**src/rtl/scan_mux_pkg.sv**
```systemverilog
// Shared definitions for the scan_mux channel multiplexer: mode encodings
// and the channel-index width helper used by the top and the scan pointer.
package scan_mux_pkg;

  // Operating mode as sampled from the MODE pin.
  typedef enum logic {
    MODE_MANUAL = 1'b0,
    MODE_SCAN   = 1'b1
  } mode_e;

  // Supported parameter ranges.
  localparam int unsigned WIDTH_MIN = 1;
  localparam int unsigned WIDTH_MAX = 32;
  localparam int unsigned NCH_MIN   = 2;
  localparam int unsigned NCH_MAX   = 16;

  // Channel index width: max(1, ceil(log2(nch))).
  function automatic int unsigned sel_width(input int unsigned nch);
    int unsigned w;
    w = int'($clog2(nch));
    if (w < 1) begin
      w = 1;
    end
    return w;
  endfunction

endpackage

```
**src/rtl/scan_mux_ptr.sv**
```systemverilog
// Round-robin scan pointer for scan_mux. Advances by one on each cycle that
// 'advance' is high and wraps from NCH-1 back to 0; otherwise it holds.
module scan_ptr #(
  parameter int unsigned NCH  = 4,
  parameter int unsigned SELW = 2
) (
  input  logic            CLK,
  input  logic            RST_N,
  input  logic            advance,
  output logic [SELW-1:0] PTR
);

  logic [SELW-1:0] ptr_next;

  // Next pointer: increment with wrap at the last channel, else hold.
  always_comb begin
    ptr_next = PTR;
    if (advance) begin
      if (PTR == SELW'(NCH - 1)) begin
        ptr_next = '0;
      end else begin
        ptr_next = PTR + 1'b1;
      end
    end
  end

  // Pointer register, cleared asynchronously by reset.
  always_ff @(posedge CLK or negedge RST_N) begin
    if (!RST_N) begin
      PTR <= '0;
    end else begin
      PTR <= ptr_next;
    end
  end

endmodule

```
**src/rtl/scan_mux.sv**
```systemverilog
// Registered channel multiplexer with manual select and round-robin scan
// modes and a single-entry valid/ready output slot.
// Optional feature: define SCAN_MUX_PARITY_EN to add the OUT_PAR output
// (even parity of OUT, registered alongside it).
module scan_mux
  import scan_mux_pkg::*;
#(
  parameter  int unsigned WIDTH = 8,
  parameter  int unsigned NCH   = 4,
  localparam int unsigned SELW  = sel_width(NCH)
) (
  input  logic                 CLK,
  input  logic                 RST_N,
  input  logic [NCH*WIDTH-1:0] IN,
  input  logic [SELW-1:0]      SEL,
  input  logic                 MODE,
  input  logic [NCH-1:0]       EN_MASK,
  input  logic                 OUT_READY,
  output logic [WIDTH-1:0]     OUT,
  output logic                 OUT_VALID,
  output logic [SELW-1:0]      OUT_CH
`ifdef SCAN_MUX_PARITY_EN
  ,
  output logic                 OUT_PAR
`endif
);

  mode_e           mode;
  logic            slot_free;
  logic [SELW-1:0] ptr;
  logic [SELW-1:0] cur_ch;
  logic [WIDTH-1:0] sel_data;
  logic            sel_en;
  logic            capture;
  logic            advance;

  logic [WIDTH-1:0] out_next;
  logic [SELW-1:0]  ch_next;
  logic             valid_next;

  assign mode      = mode_e'(MODE);
  assign slot_free = !OUT_VALID || OUT_READY;
  assign cur_ch    = (mode == MODE_SCAN) ? ptr : SEL;

  // The pointer only moves on slot-free cycles in scan mode, so it is frozen
  // during a stall and while in manual mode.
  assign advance = slot_free && (mode == MODE_SCAN);

  scan_ptr #(
    .NCH  (NCH),
    .SELW (SELW)
  ) u_ptr (
    .CLK     (CLK),
    .RST_N   (RST_N),
    .advance (advance),
    .PTR     (ptr)
  );

  // Channel lookup: indices at or beyond NCH match no channel and read as disabled.
  always_comb begin
    sel_data = '0;
    sel_en   = 1'b0;
    for (int unsigned k = 0; k < NCH; k++) begin
      if (cur_ch == SELW'(k)) begin
        sel_data = IN[k*WIDTH +: WIDTH];
        sel_en   = EN_MASK[k];
      end
    end
  end

  assign capture = slot_free && sel_en;

  // Output slot update: capture an enabled channel, drop valid otherwise,
  // and hold everything while the consumer stalls.
  always_comb begin
    out_next   = OUT;
    ch_next    = OUT_CH;
    valid_next = OUT_VALID;
    if (slot_free) begin
      if (sel_en) begin
        out_next   = sel_data;
        ch_next    = cur_ch;
        valid_next = 1'b1;
      end else begin
        valid_next = 1'b0;
      end
    end
  end

  // Output registers, cleared asynchronously so a held sample is discarded.
  always_ff @(posedge CLK or negedge RST_N) begin
    if (!RST_N) begin
      OUT       <= '0;
      OUT_CH    <= '0;
      OUT_VALID <= 1'b0;
    end else begin
      OUT       <= out_next;
      OUT_CH    <= ch_next;
      OUT_VALID <= valid_next;
    end
  end

`ifdef SCAN_MUX_PARITY_EN
  // Parity register tracks OUT: recomputed only when new data is captured.
  always_ff @(posedge CLK or negedge RST_N) begin
    if (!RST_N) begin
      OUT_PAR <= 1'b0;
    end else if (capture) begin
      OUT_PAR <= ^sel_data;
    end
  end
`endif

endmodule

```
**config.mk**
```make
export PLATFORM = sky130hd
export DESIGN_NAME = scan_mux
export DESIGN_NICKNAME = d
export VERILOG_FILES = /design/src/rtl/scan_mux_pkg.sv /design/src/rtl/scan_mux_ptr.sv /design/src/rtl/scan_mux.sv
export SDC_FILE = /design/constraint.sdc
export NUM_CORES = 1
export LEC_CHECK = 0
export BUFFER_PORTS_ARGS = -buffer_cell sky130_fd_sc_hd__buf_4
export CAP_MARGIN = 25
export CORE_UTILIZATION = 40
export CTS_BUF_LIST = sky130_fd_sc_hd__clkbuf_16
export CTS_CLUSTER_DIAMETER = 50
export DETAILED_ROUTE_END_ITERATION = 8
export GPL_TIMING_DRIVEN = 0
export HOLD_SLACK_MARGIN = 0.06
export PLACE_DENSITY = 0.81
export SETUP_SLACK_MARGIN = 0.05
export SYNTH_ARGS = -nofsm -noshare
export SYNTH_HDL_FRONTEND = slang
export SYNTH_HIERARCHICAL = 1
export SYNTH_SLANG_ARGS = --single-unit
```
**constraint.sdc**
```tcl
create_clock -name CLK -period 4.6 [get_ports CLK]
set_input_delay 0 -clock CLK [delete_from_list [all_inputs] [get_ports CLK]]
set_output_delay 0 -clock CLK [all_outputs]
set_load 0.02 [all_outputs]
```
==> results.json, run 1 <==
{
  "outcome": "completed",
  "syn_nets": 117,
  "grt_max_degree": 14,
  "total_power_mw": 0.841,
  "nNetsFinal": 176,
  "synth-async-reset-ratio": 1.00,
  "first_pass_iters": 4,
  "power_density_nw_per_um2": 568,
  "timing.slew.headroom": 0.623,
  "fin_cells": 160,
  "dpl.cell_count": 153,
  "p_leak_nw": 0.789,
  "cp.required_ns": 4.72,
  "num_vias": 806,
  "clk_pin_slew_ns": 0.04,
  "clock_latency_ns": 0.24,
  "synth_common_cells": "27 x mux2i_1, 13 x dfrtp_1, 9 x mux2_4, 4 x inv_1",
  "via_per_inst": 5.04,
  "cts_tree": "built",
  "cp_max_fo": 10,
  "crit_path_end_kind": "flip-flop",
  "drive_gt1_frac": 0.523,
  "ys_ff_latch": 13,
  "syn_inst": 74,
  "fp-row-count": 17,
  "numCtsBuffers": 3,
  "wl_um": 2200,
  "ios": 53,
  "critPathKind": "reg -> reg",
  "drt-initial-drc-count": 6,
  "synth_cell_types": 22,
  "worst_hold_path_type": "in -> async",
  "dpl_cell_area_sq_um": 1370,
  "timing.final.crit_period_ns": 2.03,
  "max-clock-path-buffers": 2,
  "grt_pass1_vias": 820,
  "final-setup-viol-count": 0,
  "htree_levels": 1,
  "wire_per_inst_um": 13.8,
  "n_antenna_cell": 0,
  "place.detailed.hpwl_um": 1660,
  "arrival_ns": 2.15,
  "hold_viol_final": 0,
  "die_x_um": 50.9,
  "drc": 0,
  "track_usage": 0.196,
  "seq_area_frac_synth": 0.341,
  "start_util": 0.427,
  "syn_to_final_growth_pct": 55.2,
  "cts_root_buffer": "clkbuf_16",
  "syn_area_per_cell_sq_um": 12.9,
  "fmax_mhz": 492,
  "dp_slack_ns": 2.53,
  "grt_first_pass_wirelength_um": 3660,
  "numPortBuffers": 51,
  "yosys_warnings": 6,
  "dieHeight_um": 50.9,
  "antenna_found_initial": 0,
  "ant_nets": 0,
  "synth_top_area_share": 0.341,
  "worstSetupStartpointType": "flip-flop",
  "drv_slew": 0,
  "fin_crit_sh": 0.442,
  "fin_ws_ns": 2.57,
  "tns_ns": 0,
  "coreArea_sq_um": 2230,
  "synth.most_common_cell": "mux2i_1",
  "rsz0062_at_grt": "false",
  "peakVddDrop_v": 0.000298,
  "tightest_slew_ns": 0.554,
  "yosys-top-cells-area": "dfrtp_1 34%, mux2i_1 28%, mux2_4 14%, mux2i_4 4.7%, a22oi_4 2.2%",
  "syn-cell-area_sq_um": 955,
  "max_cap_viol_count": 0,
  "die-area_sq_um": 2590,
  "fin_skew_ns": 0.00128,
  "grt_remaining_overflow": 0,
  "synth_top_cell_by_area": "dfrtp_1",
  "gp_congestion": 0.773,
  "synth_edf_count": 0,
  "finalInstanceArea_sq_um": 1480,
  "synthFlopType": "dfrtp_1",
  "clock_sinks": 13
}
-- cells by family after synthesis --
logic type / share of synthesized area
buffers and inverters: 0.0328
AOI/OAI and AO/OA: 0.0773
muxes: 0.472
and+or+nand+nor: 0.0642
DFF: 0.341
adders and majority gates: 0.0131
-- layout by cell type (no fill, tap or decap) --
master         synthesis  final
ha_1                   1      1
o21ai_0                1      1
clkbuf_16              0      3
and3_1                 1      1
buf_6                  1      1
nand3_1                1      1
o211ai_4               1      1
nand2_1                2      2
o2111ai_1              1      1
mux2i_1               27     27
inv_1                  4      5
or3b_1                 1      1
and3b_1                1      1
o211ai_1               1      1
buf_2                  1      1
mux2i_4                2      2
and2_1                 1      1
buf_4                  0     51
dfrtp_1               13     13
a22oi_4                1      1
mux2_4                 9      9
or3_1                  1      1
a221o_1                1      1
nand2b_1               2      2
dlygate4sd3_1          0      3
-- flip-flops by register name (all words and copies together), names as in the netlist --
name,cells
u_ptr/PTR,2
OUT,8
OUT_CH,2
OUT_VALID,1
-- routing by layer --
metal,part of all wire,up-vias,track usage
met3,0.056,0,0.0476
met2,0.52,30,0.338
met1,0.42,384,0.242
li1,-,392,-
met4,0,0,0.0556
met5,0,-,0
-- power breakdown --
part	total [mW]	switching (mW)	internal, mW
Combinational	0.462	0.210	0.252
Sequential	0.220	0.0455	0.174
Clock	0.160	0.0455	0.114
-- path summary, 6_finish.rpt --
kind,start,cells past startpoint,slack [ns],end
max in group asynchronous,RST_N,2,4.30,OUT_VALID
hold reg to reg,OUT[4],1,0.51,OUT[4]
min in group CLK,IN[30],4,0.19,OUT[6]
hold / removal,RST_N,2,0.14,OUT_CH[1]
setup reg to reg,u_ptr/PTR[1],4,2.57,OUT[3]
setup / recovery,u_ptr/PTR[1],4,2.57,OUT[3]
-- layout make-up --
class                           instances  area [sq um]
Multi-Input combinational cell         55           598
Buffer                                  2          16.3
Sequential cell                        13           325
Timing Repair Buffer                   54           413
Tap cell                               28          35.0
Inverter                                4          15.0
Clock buffer                            3          75.1
Clock inverter                          1          3.75
Fill cell                             170           752
-- worst max-delay path: stages, from the launching register on --
cell      delay (ns)
dfrtp_1         0.43
mux2i_4         0.47
a22oi_4         0.16
o211ai_4        0.50
mux2_4          0.35
-- per-stage QoR --
step                 util  hold slack [ns]
CTS                 0.663            0.141
floorplan               -           -0.296
global route        0.663            0.164
global placement    0.615           -0.148
finish              0.663            0.144
detailed placement  0.615           -0.147
-- what timing repair did --
item,in CTS,in global routing
resized for setup,0,0
endpoints found under the hold margin,14,0
hold buffers,3,0
setup buffers,0,0
No activity file was read; power rests on OpenSTA's default activity.
==> run 2: changes to the inputs <==
- CORE_UTILIZATION: 40 -> 39
- PLACE_DENSITY: 0.81 -> 0.83
- clock period: 4.6 -> 1.83 ns (I/O delays scaled with it)
==> run 2 against run 1 <==
Compared with the run above:
- register-to-register slack worse by 2.6 ns
- final area grew 7.5%
- the run now ends with setup timing left
- global-route usage grew 0.49 points
- via count rose by 8.3%
- count of clock-buffer cells in the layout stayed put
- die area rose by 2.5%
- largest power group unchanged
- final cell count grew 6.9%
- worst hold slack better by 0.013 ns
- critical path depth unchanged
==> results.json, run 2 (same netlist as run 1, synthesis figures left out) <==
{
  "outcome": "complete, but fails checks",
  "failed_checks": "setup timing",
  "critPathKind": "reg -> reg",
  "clk_pin_slew_ns": 0.04,
  "first_pass_iters": 2,
  "tns_ns": -0.358,
  "p_sw_mw": 0.831,
  "cts_tree": "built",
  "ant_nets": 0,
  "worstSetupStartpointType": "flip-flop",
  "grt_max_degree": 14,
  "grt_first_pass_wirelength_um": 3750,
  "drive_gt1_frac": 0.580,
  "gp_congestion": 0.637,
  "final_common_cell": "buf_4",
  "wl_um": 2720,
  "fin_ws_ns": -0.0644,
  "drt-initial-drc-count": 12,
  "cp.required_ns": 1.95,
  "n_antenna_cell": 0,
  "top_register": "OUT",
  "fin_crit_sh": 1.04,
  "top_regs": "OUT x8, OUT_CH x2, u_ptr/PTR x2",
  "syn_to_final_growth_pct": 66.8,
  "clock_sinks": 13,
  "fmax_mhz": 528,
  "fill_cells": 156,
  "tightest_slew_ns": 0.396,
  "timing.slew.headroom": 0.735,
  "die_x_um": 51.5,
  "numCtsBuffers": 3,
  "worst_hold_path_type": "in -> async",
  "crit_path_end_kind": "flip-flop",
  "peakVddDrop_v": 0.000852,
  "cpPeakStageDelay_ns": 0.41,
  "htree_levels": 1,
  "drv_slew": 0,
  "clock_latency_ns": 0.24,
  "hold_viol_final": 0,
  "final-setup-viol-count": 8,
  "largest_reg_flops": 8,
  "die-area_sq_um": 2650,
  "final_cell_mix": "60 x buf_4, 27 x mux2i_1, 11 x dfrtp_1, 9 x mux2_4, 5 x inv_1",
  "num_vias": 873,
  "grt_pass1_vias": 815,
  "drc": 0,
  "cp_cell_sequence": "or3b_4 -> a221o_1 -> o211ai_4 -> mux2_4",
  "p_leak_nw": 0.844,
  "dp_slack_ns": -0.243,
  "max-clock-path-buffers": 2,
  "cp_slowest_cell": "a221o_1",
  "numPortBuffers": 51,
  "arrival_ns": 2.01,
  "rsz0062_at_grt": "true",
  "fin_skew_ns": 0.00255,
  "place.detailed.hpwl_um": 1630,
  "switching_share": 0.359,
  "power_frac_comb": 0.595,
  "nNetsFinal": 187,
  "grt_remaining_overflow": 0,
  "start_util": 0.423,
  "internal_power_mw": 1.49,
  "cts_root_buffer": "clkbuf_16",
  "coreArea_sq_um": 2250,
  "wire_per_inst_um": 15.9,
  "max_cap_viol_count": 0,
  "cp_max_fo": 5,
  "timing.final.crit_period_ns": 1.89,
  "via_per_inst": 5.11,
  "ios": 53,
  "track_usage": 0.201,
  "reg2reg_slack_ns": -0.06,
  "antenna_found_initial": 0,
  "dieHeight_um": 51.5,
  "clkPwrFrac": 0.172,
  "fp-row-count": 17,
  "p_seq_frac": 0.233,
  "power_density_nw_per_um2": 1450
}
[run 2: per-layer routing]
layer / part of all wire / wire [um] / track usage / vias to the layer above
met4: 0.0092 / 25 / 0.0676 / 0
met2: 0.49 / 1340 / 0.353 / 41
met3: 0.066 / 179 / 0.0357 / 4
met5: 0 / 0 / 0 / -
li1: - / - / - / 419
met1: 0.43 / 1180 / 0.244 / 409
[run 2: path summary, 6_finish.rpt]
path	start	endpoint	depth (start not counted)
setup / recovery	u_ptr/PTR[1]	OUT[0]	4
hold / removal	RST_N	OUT[6]	2
hold reg to reg	OUT[4]	OUT[4]	1
min in group CLK	IN[26]	OUT[2]	4
max in group asynchronous	RST_N	u_ptr/PTR[0]	2
setup reg to reg	u_ptr/PTR[1]	OUT[0]	4
[run 2: per-stage QoR]
step / util / power (mW) / hold slack, ns / instances / area [sq um]
after floorplan: - / 1.32 / -0.296 / 74 / 955
after global routing: 0.706 / 2.43 / 0.184 / 171 / 1590
after global placement: 0.609 / 1.67 / -0.150 / 153 / 1370
after detailed placement: 0.609 / 1.70 / -0.151 / 153 / 1370
after CTS: 0.694 / 2.26 / 0.157 / 168 / 1560
final: 0.706 / 2.32 / 0.157 / 171 / 1590
[run 2: power groups by stage]
stage	clock (mW)	combinational [mW]	sequential, mW
after CTS	0.401	1.33	0.531
after floorplan	0	0.627	0.690
after detailed placement	0	1.15	0.558
after global placement	0	1.13	0.547
after global routing	0.421	1.46	0.550
final	0.398	1.38	0.539
[run 2: timing repair]
action,4_1_cts,5_1_grt
resized for setup,5,3
pin swaps,2,4
setup buffers,7,3
setup endpoints to repair,10,10
gates cloned,1,0
hold buffers,3,0
endpoints found under the hold margin,14,0
[run 2: final cells by class]
class / instances / area, sq um / area share
plain buffers: 2 / 18.8 / 0.0118
clock buffers: 3 / 75.1 / 0.0471
clock inverters: 1 / 3.75 / 0.00236
inverters: 4 / 15.0 / 0.00943
multi-input cells: 56 / 622 / 0.390
flip-flops and latches: 13 / 328 / 0.206
well taps: 28 / 35.0 / 0.0220
repair buffers: 64 / 495 / 0.311
[run 2: critical path: cells and delay by family (launching register included)]
family	cells	cell delay, ns
AOI/OAI and AO/OA	2	0.62
DFF	1	0.40
and+or+nand+nor	1	0.40
muxes	1	0.35
==> run 3: changes to the inputs <==
- ABC_AREA: unset -> 1
==> run 3 against run 2 <==
Compared with the run above:
- final cell count is 27% higher
- the flow now finishes without violations
- combinational power is 29% lower
- global-route usage is 2.2 points higher
- worst hold slack worse by 0.047 ns
- total power is 18% lower
- area after synthesis is 3.3% lower
- utilization is 5.6 points lower
- critical endpoint unchanged
- die area is 3.1% lower
- count of clock-buffer cells in the layout stayed put
- sequential cell count stayed put
- critical path type unchanged
==> results.json, run 3 <==
{
  "outcome": "completed",
  "synth_common_cells": "45 x nand2_1, 37 x nand3_1, 13 x dfrtp_1, 8 x inv_1, 8 x nand4_1",
  "fp-row-count": 17,
  "synth_cell_types": 15,
  "via_per_inst": 5.07,
  "first_pass_iters": 4,
  "synth_top_area_share": 0.352,
  "drv_slew": 0,
  "coreArea_sq_um": 2210,
  "die_x_um": 50.7,
  "critPathKind": "reg -> reg",
  "cts_tree": "built",
  "yosys_warnings": 6,
  "final-setup-viol-count": 0,
  "synth_top_family_by_area": "simple AND/OR/NAND/NOR gates",
  "ios": 53,
  "numCtsBuffers": 3,
  "power_frac_comb": 0.516,
  "num_vias": 1106,
  "final_common_cell": "buf_4",
  "final_cell_mix": "52 x buf_4, 45 x nand2_1, 37 x nand3_1, 13 x dfrtp_1",
  "yosys.area_share.adder": 0.0136,
  "n_antenna_cell": 0,
  "dp_slack_ns": 0.455,
  "synth_xor_area_frac": 0,
  "yosys-top-cells-area": "dfrtp_1 35%, nand3_1 20%, nand2_1 18%, nand4_1 5.4%, nand2_4 3.7%",
  "syn_inst": 133,
  "syn_to_final_growth_pct": 55.8,
  "die-area_sq_um": 2570,
  "fin_ws_ns": 0.432,
  "cp_slowest_cell": "dfrtp_1",
  "cts_hold_buffers": 1,
  "nNetsFinal": 234,
  "drive_gt1_frac": 0.379,
  "met3_usage": 0.0364,
  "synth-simple-area-share": 0.542,
  "arrival_ns": 1.58,
  "top_usage_layer": "met2",
  "top_register": "OUT",
  "syn_area_per_cell_sq_um": 6.94,
  "track_usage": 0.223,
  "htree_levels": 1,
  "grt_max_degree": 14,
  "gp_congestion": 0.815,
  "largest_reg_flops": 8,
  "syn-cell-area_sq_um": 923,
  "use_met1": 0.299,
  "ant_nets": 0,
  "cp.required_ns": 2.01,
  "wl_um": 2700,
  "top_regs": "OUT x8, OUT_CH x2, u_ptr/PTR x2",
  "post_cts_buffers": 0,
  "synth_compound_area_frac": 0.00542,
  "clkPwrFrac": 0.214,
  "max-clock-path-buffers": 2,
  "start_util": 0.417,
  "hold_viol_final": 0,
  "synth_top_cell_by_area": "dfrtp_1",
  "p_seq_frac": 0.270,
  "path_delay_family": "simple AND/OR/NAND/NOR gates",
  "tns_ns": 0,
  "tightest_slew_ns": 0.386,
  "clk_pin_slew_ns": 0.05,
  "synth-async-reset-ratio": 1.00,
  "drc": 0,
  "syn_nets": 176,
  "numPortBuffers": 52,
  "grt_remaining_overflow": 0,
  "wire_per_inst_um": 12.4,
  "timing.final.crit_period_ns": 1.40,
  "fin_crit_sh": 0.764,
  "cts_root_buffer": "clkbuf_16",
  "peakVddDrop_v": 0.00112,
  "fmax_mhz": 716,
  "synth.most_common_cell": "nand2_1",
  "seq_area_frac_synth": 0.352,
  "synth_mux_area_frac": 0,
  "dieHeight_um": 50.7,
  "reg2reg_slack_ns": 0.43,
  "worst_hold_path_type": "in -> reg",
  "p_sw_mw": 0.785,
  "rsz0062_at_grt": "false",
  "grt_first_pass_wirelength_um": 4390,
  "cts_resized": 0,
  "cp_max_fo": 10,
  "synth_edf_count": 0,
  "cpPeakStageDelay_ns": 0.41,
  "place.detailed.hpwl_um": 2090,
  "switching_share": 0.413,
  "met2_usage": 0.362,
  "clock_latency_ns": 0.24,
  "fin_skew_ns": 0.00394,
  "power_density_nw_per_um2": 1320,
  "ys_ff_latch": 13,
  "timing.slew.headroom": 0.743,
  "antenna_found_initial": 0,
  "grt_pass1_vias": 1043,
  "max_cap_viol_count": 0,
  "crit_buf_inv": 2,
  "synthFlopType": "dfrtp_1",
  "crit_path_end_kind": "flip-flop",
  "worstSetupStartpointType": "flip-flop",
  "p_leak_nw": 0.796,
  "internal_power_mw": 1.12,
  "clock_sinks": 13,
  "drt-initial-drc-count": 41,
  "cp_cell_sequence": "inv_1 -> nand2_1 -> nand2_4 -> buf_2 -> nand3_1 -> nand4_1 -> nand3_1 -> nand2_1"
}
run 3: cell count changes in the layout (fill, tap and decap cells not counted), sizes merged, moves of 3 or more:
cell    before  now
nand3        1   37
mux2i       29    0
nor2         0    4
nand2        2   53
buf         63   58
mux2         9    0
nand4        0    8
o211ai       3    0
inv          5    9
run 3: worst register-to-register path, delay by kind of cell (launching register included):
family        cells  cell delay (ns)
buf+inv           2             0.30
flops             1             0.41
simple gates      6             0.62
run 3: area by class of cell:
type / instances / area (sq um)
plain buffers: 7 / 46.3
clock buffers: 3 / 75.1
repair buffers: 53 / 400
clock inverters: 1 / 5.00
inverters: 9 / 33.8
fillers: 193 / 773
flip-flops and latches: 13 / 325
multi-input cells: 104 / 518
well taps: 28 / 35.0
run 3: power by group through the flow:
stage | sequential, mW | combinational, mW | clock [mW]
final | 0.514 | 0.981 | 0.407
after global placement | 0.506 | 0.953 | 0
after floorplan | 0.633 | 0.483 | 0
after CTS | 0.513 | 0.987 | 0.411
after detailed placement | 0.509 | 0.978 | 0
after global routing | 0.529 | 1.09 | 0.428
run 3: cell families (layout without fill, tap and decap cells):
| family | count (synthesis) | count (layout) |
|---|---|---|
| compound gates | 1 | 1 |
| fa+ha+maj | 1 | 1 |
| buf+inv | 16 | 73 |
| flops | 13 | 13 |
| simple gates | 102 | 102 |
run 3: worst paths after layout:
path / from / endpoint / cells past startpoint
max reg2reg: u_ptr/PTR[1] / OUT[0] / 8
min in group asynchronous: RST_N / OUT[0] / 2
max in group asynchronous: RST_N / OUT[6] / 2
min reg2reg: OUT[2] / OUT[2] / 2
min: IN[29] / OUT[5] / 5
max: u_ptr/PTR[1] / OUT[0] / 8
run 3: routing by layer:
layer,wire length (um),up-vias
li1,-,555
met1,1210,508
met2,1290,41
met3,187,2
met4,8,0
met5,0,-
run 3: metrics by stage:
| step | total power, mW | util | cell area (sq um) | std cells | hold WS, ns |
|---|---|---|---|---|---|
| final | 1.90 | 0.650 | 1440 | 218 | 0.110 |
| after global routing | 2.04 | 0.650 | 1440 | 218 | 0.141 |
| after CTS | 1.91 | 0.650 | 1440 | 218 | 0.115 |
| after detailed placement | 1.49 | 0.610 | 1350 | 213 | -0.151 |
| after global placement | 1.46 | 0.610 | 1350 | 213 | -0.154 |
| after floorplan | 1.12 | - | 923 | 133 | -0.296 |
